===== src/rtl/time_set_controller.sv =====
// Time-of-day clock (hh:mm:ss) with hour/minute setting, auto-repeat on btn_inc and a blink strobe.
// tick4/tick1 are single-cycle enables derived from clk_in; no other clocks are used.
module time_set_controller #(
  parameter int unsigned CLK_HZ     = 100_000_000,
  parameter int unsigned HOLD_TICKS = 4
) (
  input  logic       clk_in,
  input  logic       reset,
  input  logic       btn_mode,
  input  logic       btn_inc,
  output logic [4:0] hours,
  output logic [5:0] minutes,
  output logic [5:0] seconds,
  output logic [1:0] mode,
  output logic       blink
);

  localparam int unsigned QTR = CLK_HZ / 4;
  localparam int unsigned PW  = (QTR > 1) ? $clog2(QTR) : 1;
  localparam int unsigned HW  = (HOLD_TICKS > 0) ? $clog2(HOLD_TICKS + 1) : 1;

  typedef enum logic [1:0] {
    RUN     = 2'd0,
    SET_HR  = 2'd1,
    SET_MIN = 2'd2
  } state_t;

  state_t        state, state_nx;
  logic [PW-1:0] presc;
  logic [1:0]    quarter;
  logic [HW-1:0] hold, hold_nx;
  logic          mode_q, inc_q;
  logic          tick4, tick1;
  logic          mode_edge, inc_edge;
  logic          rpt, bump, leave_set;

  assign tick4     = (presc == PW'(QTR - 1));
  assign tick1     = tick4 && (quarter == 2'd3);
  assign mode_edge = btn_mode & ~mode_q;
  assign inc_edge  = btn_inc & ~inc_q;
  assign leave_set = (state == SET_MIN) && mode_edge;
  assign mode      = state;

  always_comb begin
    state_nx = state;
    if (mode_edge) begin
      case (state)
        RUN:     state_nx = SET_HR;
        SET_HR:  state_nx = SET_MIN;
        default: state_nx = RUN;
      endcase
    end
  end

  // Hold counter saturates at HOLD_TICKS; repeats fire only on tick4s after it has saturated.
  // Any edge or mode change restarts the hold, so an edge and a repeat never both count.
  always_comb begin
    hold_nx = hold;
    rpt     = 1'b0;
    if (state == RUN || !btn_inc || mode_edge || inc_edge) begin
      hold_nx = '0;
    end else if (tick4) begin
      if (hold == HW'(HOLD_TICKS)) rpt = 1'b1;
      else hold_nx = hold + 1'b1;
    end
  end

  assign bump = (state != RUN) && !mode_edge && (inc_edge || rpt);

  always_ff @(posedge clk_in) begin
    if (reset) begin
      state   <= RUN;
      presc   <= '0;
      quarter <= '0;
      hold    <= '0;
      mode_q  <= btn_mode;
      inc_q   <= btn_inc;
      hours   <= '0;
      minutes <= '0;
      seconds <= '0;
      blink   <= 1'b0;
    end else begin
      state  <= state_nx;
      hold   <= hold_nx;
      mode_q <= btn_mode;
      inc_q  <= btn_inc;

      if (leave_set) begin
        presc   <= '0;
        quarter <= '0;
      end else if (tick4) begin
        presc   <= '0;
        quarter <= quarter + 2'd1;
      end else begin
        presc <= presc + 1'b1;
      end

      if (state_nx == RUN)             blink <= 1'b0;
      else if (state != RUN && tick4)  blink <= ~blink;

      if (leave_set) begin
        seconds <= '0;
      end else if (state == RUN && tick1) begin
        if (seconds == 6'd59) begin
          seconds <= '0;
          if (minutes == 6'd59) begin
            minutes <= '0;
            hours   <= (hours == 5'd23) ? '0 : hours + 5'd1;
          end else begin
            minutes <= minutes + 6'd1;
          end
        end else begin
          seconds <= seconds + 6'd1;
        end
      end else if (bump) begin
        if (state == SET_HR) hours   <= (hours == 5'd23) ? '0 : hours + 5'd1;
        else                 minutes <= (minutes == 6'd59) ? '0 : minutes + 6'd1;
      end
    end
  end

endmodule


===== config.mk =====
export PLATFORM = sky130hd
export DESIGN_NAME = time_set_controller
export DESIGN_NICKNAME = d
export VERILOG_FILES = /design/src/rtl/time_set_controller.sv
export SDC_FILE = /design/constraint.sdc
export NUM_CORES = 1
export LEC_CHECK = 0
export BUFFER_PORTS_ARGS = -buffer_cell sky130_fd_sc_hd__buf_2
export CORE_ASPECT_RATIO = 0.6
export CORE_UTILIZATION = 58
export DETAILED_ROUTE_END_ITERATION = 8
export MAX_ROUTING_LAYER = met4
export PLACE_DENSITY = 0.78
export SKIP_CTS_REPAIR_TIMING = 1
export SKIP_LAST_GASP = 1
export SYNTH_ARGS = -nofsm -noshare
export SYNTH_HDL_FRONTEND = slang
export SYNTH_SLANG_ARGS = --single-unit
export TNS_END_PERCENT = 30

===== constraint.sdc =====
create_clock -name clk_in -period 3.6 [get_ports clk_in]
set_input_delay 0.54 -clock clk_in [delete_from_list [all_inputs] [get_ports clk_in]]
set_output_delay 0.54 -clock clk_in [all_outputs]
set_load 0.02 [all_outputs]

=== Word level (Yosys, flattened, before mapping) ===
Index checks and enable logic that the tools add are counted.

* Bits in registers: 52
* Input port bits: 4
* Output and inout port bits: 20

* $add $sub $neg: 6
* Eq/ne operators: 11
* Mux-type cells: 17
* Bitwise gates (word level): 7
* Reduce and logical (&&, ||, !) cells: 24

{| class="wikitable"
|+ Operators with widths
! operator !! count
|-
| $mux W6 || 6
|-
| $mux W5 || 6
|-
| $add A25 B1 Y25 const B || 1
|-
| $eq A25 B25 Y1 const B || 1
|-
| $add A6 B1 Y6 const B || 2
|-
| $eq A6 B6 Y1 const B || 2
|-
| $logic_and A1 B1 Y1 || 6
|-
| $reduce_bool A2 Y1 || 3
|-
| $reduce_or A2 Y1 || 3
|-
| $add A5 B1 Y5 const B || 1
|-
| $eq A5 B5 Y1 const B || 1
|-
| $not A1 Y1 || 5
|-
| $reduce_and A5 Y1 || 1
|-
| $eq A2 B2 Y1 const B || 2
|-
| $logic_not A2 Y1 || 2
|-
| $logic_or A1 B1 Y1 || 4
|-
| $ne A2 B1 Y1 const B || 2
|-
| $pmux W2 S2 || 1
|-
| $reduce_and A4 Y1 || 1
|-
| $add A3 B1 Y3 const B || 1
|-
| $eq A3 B3 Y1 const B || 1
|-
| $mux W1 || 3
|-
| $reduce_or A3 Y1 || 1
|-
| $add A2 B1 Y2 const B || 1
|-
| other kinds (6) || 8
|}

=== Depth between registers and ports, before layout ===
Gate-level depths: netlist of the first run.

* Word-level depth: 9
* Depth in mapped cells: 9
* Depth with buffers taken out: 8

=== Least setup slack after synthesis of the first run ===
OpenSTA, ideal clock, no wires.

* Kind: register -> register
* Start: reg presc[6]
* End: reg hours[2]
* Data arrival time: 2397 ps
* Setup slack: 1082 ps
* Cell stages (with the launch flop): 8
* Path buffers: 1
* Period minus slack after synthesis: 2518 ps
* Path through: dfxtp_1 -> or4_1 -> or4_4 -> nor4_4 -> o2bb2ai_4 -> buf_6 -> nor3_1 -> mux2_2

* Longest elaborated chain between the ends: 7
* Elaborated cells on any way between the ends: 13
* Classes of those cells: eq/ne (3); mux (3); reduce/logical (7)

{| class="wikitable"
|+ RTL lines
! element !! RTL line !! RTL
|-
| from (decl) || 29 || <nowiki>logic [PW-1:0] presc;</nowiki>
|-
| from (signal assigned) || 95 || <nowiki>presc <= presc + 1'b1;</nowiki>
|-
| $eq A25 B25 Y1 * || 37 || <nowiki>assign tick4 = (presc == PW'(QTR - 1));</nowiki>
|-
| $mux W1 || 62 || <nowiki>end else if (tick4) begin</nowiki>
|-
| $mux W1 || 60 || <nowiki>if (state == RUN || !btn_inc || mode_edge || inc_edge) begin</nowiki>
|-
| $logic_or A1 B1 Y1 || 68 || <nowiki>assign bump = (state != RUN) && !mode_edge && (inc_edge || rpt);</nowiki>
|-
| $logic_and A1 B1 Y1 || 68 ||
|-
| $reduce_bool A2 Y1 (no line) || -- ||
|-
| $reduce_and A5 Y1 (no line) || -- ||
|-
| to (signal assigned) || 108 || <nowiki>hours <= (hours == 5'd23) ? '0 : hours + 5'd1;</nowiki>
|-
| to (signal assigned) || 116 || <nowiki>if (state == SET_HR) hours <= (hours == 5'd23) ? '0 : hours + 5'd1;</nowiki>
|-
| to (decl) || 11 || <nowiki>output logic [4:0] hours,</nowiki>
|}

Every way passes the cells marked *; elsewhere a longest branch is shown, timed or not.
A chain may end at the register's enable or synchronous reset.

=== Final worst setup path of the first run ===
* Start: reg presc[6]
* End: reg hours[1]

The elaborated chain is that of the path after synthesis.

==> results of run 1 <==
==> synthesized netlist by cell type, types with 3 or more instances <==
library cell,n,area (um^2)
ha_1,7,87.58
o21ai_0,9,45.04
nor2_1,53,198.9
buf_6,4,45.04
nor3_1,11,55.05
xnor2_1,9,78.83
a21oi_1,12,60.06
or4_1,6,45.04
or3_1,4,25.02
nand2_1,26,97.59
inv_1,7,26.28
a41oi_1,3,26.28
nand2b_1,4,25.02
nand3_1,14,70.07
mux2i_1,7,70.07
or2_2,4,25.02
dfxtp_1,52,1041
nand4_1,4,25.02
xor2_1,15,131.4
buf_2,3,15.01
==> metal layers <==
layer | routed length (um) | vias up | GRT usage (%) | part of all wire [%]
met4 | 42 | 0 | 6.284 | 0.88
met1 | 2714 | 929 | 34.78 | 57
met3 | 197 | 5 | 4.992 | 4.1
li1 | - | 1060 | - | -
met2 | 1801 | 46 | 27.78 | 38
met5 | 0 | - | - | 0
==> path summary, 6_finish.rpt <==
kind | cells after the start | startpoint | to
worst max-delay path | 7 | presc[6] | hours[1]
worst min-delay path | 1 | btn_mode | mode_q
worst max register to register | 7 | presc[6] | hours[1]
worst min register to register | 1 | presc[0] | presc[0]
==> state kept, by name (all words and copies together) (netlist names) <==
name	flops
blink	1
hold	3
hours	5
inc_q	1
minutes	6
mode	2
mode_q	1
presc	25
quarter	2
seconds	6
==> per-stage QoR <==
stage | hold slack, ps | util, % | instance area, um^2 | cells
4_1_cts | 356.5 | 67.42 | 2809 | 374
3_5_place_dp | 470.9 | 64.50 | 2688 | 366
3_3_place_gp | 458.9 | 64.50 | 2688 | 366
2_1_floorplan | 441.6 | - | 2557 | 291
6_report | 363.4 | 67.42 | 2809 | 374
5_1_grt | 353.2 | 67.42 | 2809 | 374
==> power groups by stage <==
stage | registers, W | clock network [W] | logic, W
CTS | 0.000586 | 0.000427 | 0.0000398
global placement | 0.000600 | 0 | 0.0000391
global route | 0.000588 | 0.000450 | 0.0000448
floorplan | 0.000600 | 0 | 0.0000318
finish | 0.000587 | 0.000420 | 0.0000398
detailed placement | 0.000600 | 0 | 0.0000396
==> final cells by class <==
| class | instances | area, um^2 |
|---|---|---|
| clock buffer | 6 | 82.58 |
| clock inverter | 2 | 38.79 |
| fill | 356 | 1358 |
| inverter | 7 | 26.28 |
| multi-input combinational | 223 | 1423 |
| sequential | 52 | 1041 |
| tap | 60 | 75.07 |
| timing repair buffer | 24 | 122.6 |
==> cells by family (layout without fill, tap and decap cells) <==
group | count (synthesis) | count (layout) | synth area share [%]
fa+ha+maj | 7 | 7 | 3.425
simple gates | 147 | 147 | 30.14
flops | 52 | 52 | 40.70
buf+inv | 16 | 39 | 3.669
xor+xnor | 24 | 24 | 8.220
mux | 8 | 8 | 3.180
compound gates | 37 | 37 | 10.67
==> impl_metrics.ini, run 1 <==
[floorplan]
pin_count = 24
dieArea_um2 = 4688
fp.coreArea_um2 = 4167
fp.dieW_um = 87.73
start_util_pct = 61.38
num_rows = 18
dieHeight_um = 53.44

[sta]
max_slew_margin_pct = 53.67
fin_ws_ps = 799.8
post-route-period-util_pct = 77.78
slew_viol_final = 0
period_minus_slack_ps = 2800
hold_viol_final = 0
skew_ps = 6.313
setup_viol = 0
rsz0062_at_grt = false
clock.fmax_ghz = 0.3571
setup_tns_ps = 0
max_slew.worst_pin.slew_ps = 689.6

[placed_design]
io_buffers = 23
dp_hpwl_mm = 3.389
gp_congestion = 0.8063
pre_cts_ws_ps = 880.0

[critical_path]
r2r_setup_slack_ps = 800
cp_top_family = simple AND/OR/NAND/NOR gates
cpMaxStageDelayCell = or4_4
cp-end-kind = register
critPathLaunchType = register
crit_type = reg2reg
cp_data_arrival_time_ps = 3040
crit_path_cell_trace = or4_1, or4_4, nor3_4, buf_4, a41oi_4, or4b_1, a21oi_1
critical_path_buf_inv_count = 1
cp_max_fo = 11
cp.required_ps = 3840
max_stage_delay_ps = 610

[power]
total_power_w = 0.001046
seq_power_share_pct = 56.1
power.internal_w = 0.0008210
swShare_pct = 21.52
vdd_ir_drop_max_uv = 203.8
p_leak_nw = 1.080
power_switching_w = 0.0002252
clockPowerShare_pct = 40.1
power_density_nw_per_um2 = 372.4
combPwrFrac_pct = 3.8

[global_route]
globalRouteOverflowTotal = 0
grt_pass1_wl_mm = 7.838
grt_pass1_vias = 1661
grt_antenna_before_repair = 0
grt_usage_pct = 22.47
grt_max_degree = 26

[route]
vias = 2040
drt_pre_antenna_iters = 4
avgViaCountPerCell = 5.455
post_drt_wl_per_cell_um = 12.71
drt-initial-drc-count = 81
antenna_left = 0
finalWirelength_mm = 4.755
route.detailed.drc = 0

[clock_tree]
htreeDepth = 2
clk_pin_slew_ps = 90
clk_path_buf_depth = 2
root_buffer = clkbuf_8
cts_tree = yes
cts_buffers = 5
clk-insertion-delay-late_ps = 300
clock-sinks = 52

[status]
status = finished clean

[flow_run]
maxCapViolCount = 0

[final_layout]
area_delta_synth_final_pct = 9.833
nets = 324
drive_gt1_share_pct = 14.97
final_cell_mix = nor2_1 (53), dfxtp_1 (52), nand2_1 (26)
layout_commonest_cell = nor2_1
diodes = 0

[yosys]
synth-edff-count = 0
ys_seq_elements = 52
synth_cell_types = 47
yosysSeqAreaShare_pct = 40.70
syn-instance-count = 291
synthFlopType = dfxtp_1
synthArstFlopShare_pct = 0
synth_warnings = 0
synth_area_per_cell_um2 = 8.788
synth.net_count = 302
syn-cell-area_um2 = 2557

[hold_path]
hold_class = in2reg
No activity file was read; power rests on OpenSTA's default activity.
==> inputs of run 2 (changes only) <==
clock period = 2.74 ns   (was 3.6 ns; I/O delays follow)
==> impl_metrics.ini, run 2 (synthesis results as in run 1) <==
[status]
status = finished clean

[global_route]
grt_max_degree = 26
grt_pass1_wl_mm = 8.100
globalRouteOverflowTotal = 0
grt_pass1_vias = 1721
grt_usage_pct = 23.50
grt_antenna_before_repair = 0

[final_layout]
area_delta_synth_final_pct = 18.00
nets = 345
layout_commonest_cell = nor2_1
top_register = presc
num-fill-cells = 320
largest_reg_flops = 25
fin_area_um2 = 3018
final_cell_mix = nor2_1 (52), dfxtp_1 (47), nand2_1 (26)
diodes = 0
finish.utilization_pct = 72.43
reg_top3 = presc (25), minutes (6), seconds (6)
drive_gt1_share_pct = 23.58

[sta]
skew_ps = 8.052
slew_viol_final = 0
max_slew_margin_pct = 58.43
hold_viol_final = 0
period_minus_slack_ps = 2699
setup_viol = 0
clock.fmax_ghz = 0.3705
max_slew.worst_pin.slew_ps = 618.7
setup_tns_ps = 0
post-route-period-util_pct = 98.51

[floorplan]
fp.dieW_um = 87.73
dieHeight_um = 53.44
start_util_pct = 61.38
dieArea_um2 = 4688
num_rows = 18
pin_count = 24
fp.coreArea_um2 = 4167

[critical_path]
setup.worst_path.end = hours[1]
critPathLaunchType = register
crit_type = reg2reg
r2r_setup_slack_ps = 40
reg2regPathDepth = 6
cp_max_fo = 8
r2r-end = hours[1]
cp-startpoint = presc[23]
cp.required_ps = 2990
worstReg2RegStart = presc[23]
cp-end-kind = register
cp_data_arrival_time_ps = 2940

[clock_tree]
root_buffer = clkbuf_8
clk_path_buf_depth = 2
htreeDepth = 2
cts_tree = yes
clock-sinks = 52
clk-insertion-delay-late_ps = 310
clk_pin_slew_ps = 100
cts_buffers = 5

[placed_design]
gp_congestion = 0.8152
io_buffers = 23
placed_area_um2 = 2753
dp_hpwl_mm = 3.643

[flow_run]
maxCapViolCount = 0

[route]
finalWirelength_mm = 5.403
route.detailed.drc = 0
antenna_left = 0
vias = 2168
post_drt_wl_per_cell_um = 13.68
drt-initial-drc-count = 86
avgViaCountPerCell = 5.489
drt_pre_antenna_iters = 4

[power]
vdd_ir_drop_max_uv = 290.1
total_power_w = 0.001395
power_density_nw_per_um2 = 462.3
p_leak_nw = 1.198

[hold_path]
hold_class = in2reg
==> run 2: worst min path at each step <==
stage                   from        to  slack, ps  depth (start not counted)
finish              btn_mode    mode_q        230                          1
global route        btn_mode    mode_q        230                          1
CTS                 btn_mode    mode_q        230                          1
detailed placement  presc[0]  presc[0]        470                          1
global placement    presc[0]  presc[0]        460                          1
floorplan            btn_inc     inc_q        440                          0
==> run 2: critical path: stages (launching register included) <==
cell,delay (ps)
dfxtp_2,350
or4bb_1,520
or4_4,610
nor4_4,310
o2bb2ai_4,150
or4b_4,560
a21oi_2,140
==> run 2: routing by layer <==
metal | wire, um | share of wire, % | vias to the layer above | global-route usage [%]
met5 | 0 | 0 | - | -
met4 | 57 | 1.1 | 0 | 6.831
met3 | 200 | 3.7 | 11 | 4.836
met2 | 2199 | 41 | 40 | 31.01
met1 | 2946 | 55 | 1015 | 35.14
li1 | - | - | 1102 | -
==> run 2: through the flow <==
step,hold slack [ps],cells,setup slack (ps)
2_1_floorplan,438.7,291,221.8
3_3_place_gp,456.7,373,143.9
3_5_place_dp,467.7,373,110.7
4_1_cts,228.7,381,85.84
5_1_grt,230.2,395,-13.14
6_report,229.1,395,40.89
==> run 2: cell type report <==
type / count / area, um^2 / share of cell area, %
sequential: 52 / 1050 / 34.78
clock inverter: 2 / 38.79 / 1.285
multi-input combinational: 223 / 1445 / 47.89
tap: 60 / 75.07 / 2.488
inverter: 7 / 26.28 / 0.8706
clock buffer: 6 / 82.58 / 2.736
timing repair buffer: 45 / 300.3 / 9.950
==> run 2: report_power, final <==
part | switching [W] | internal (W)
clock | 0.000265 | 0.000299
sequential | 0.00000820 | 0.000761
combinational | 0.0000377 | 0.0000234
total | 0.000311 | 0.00108
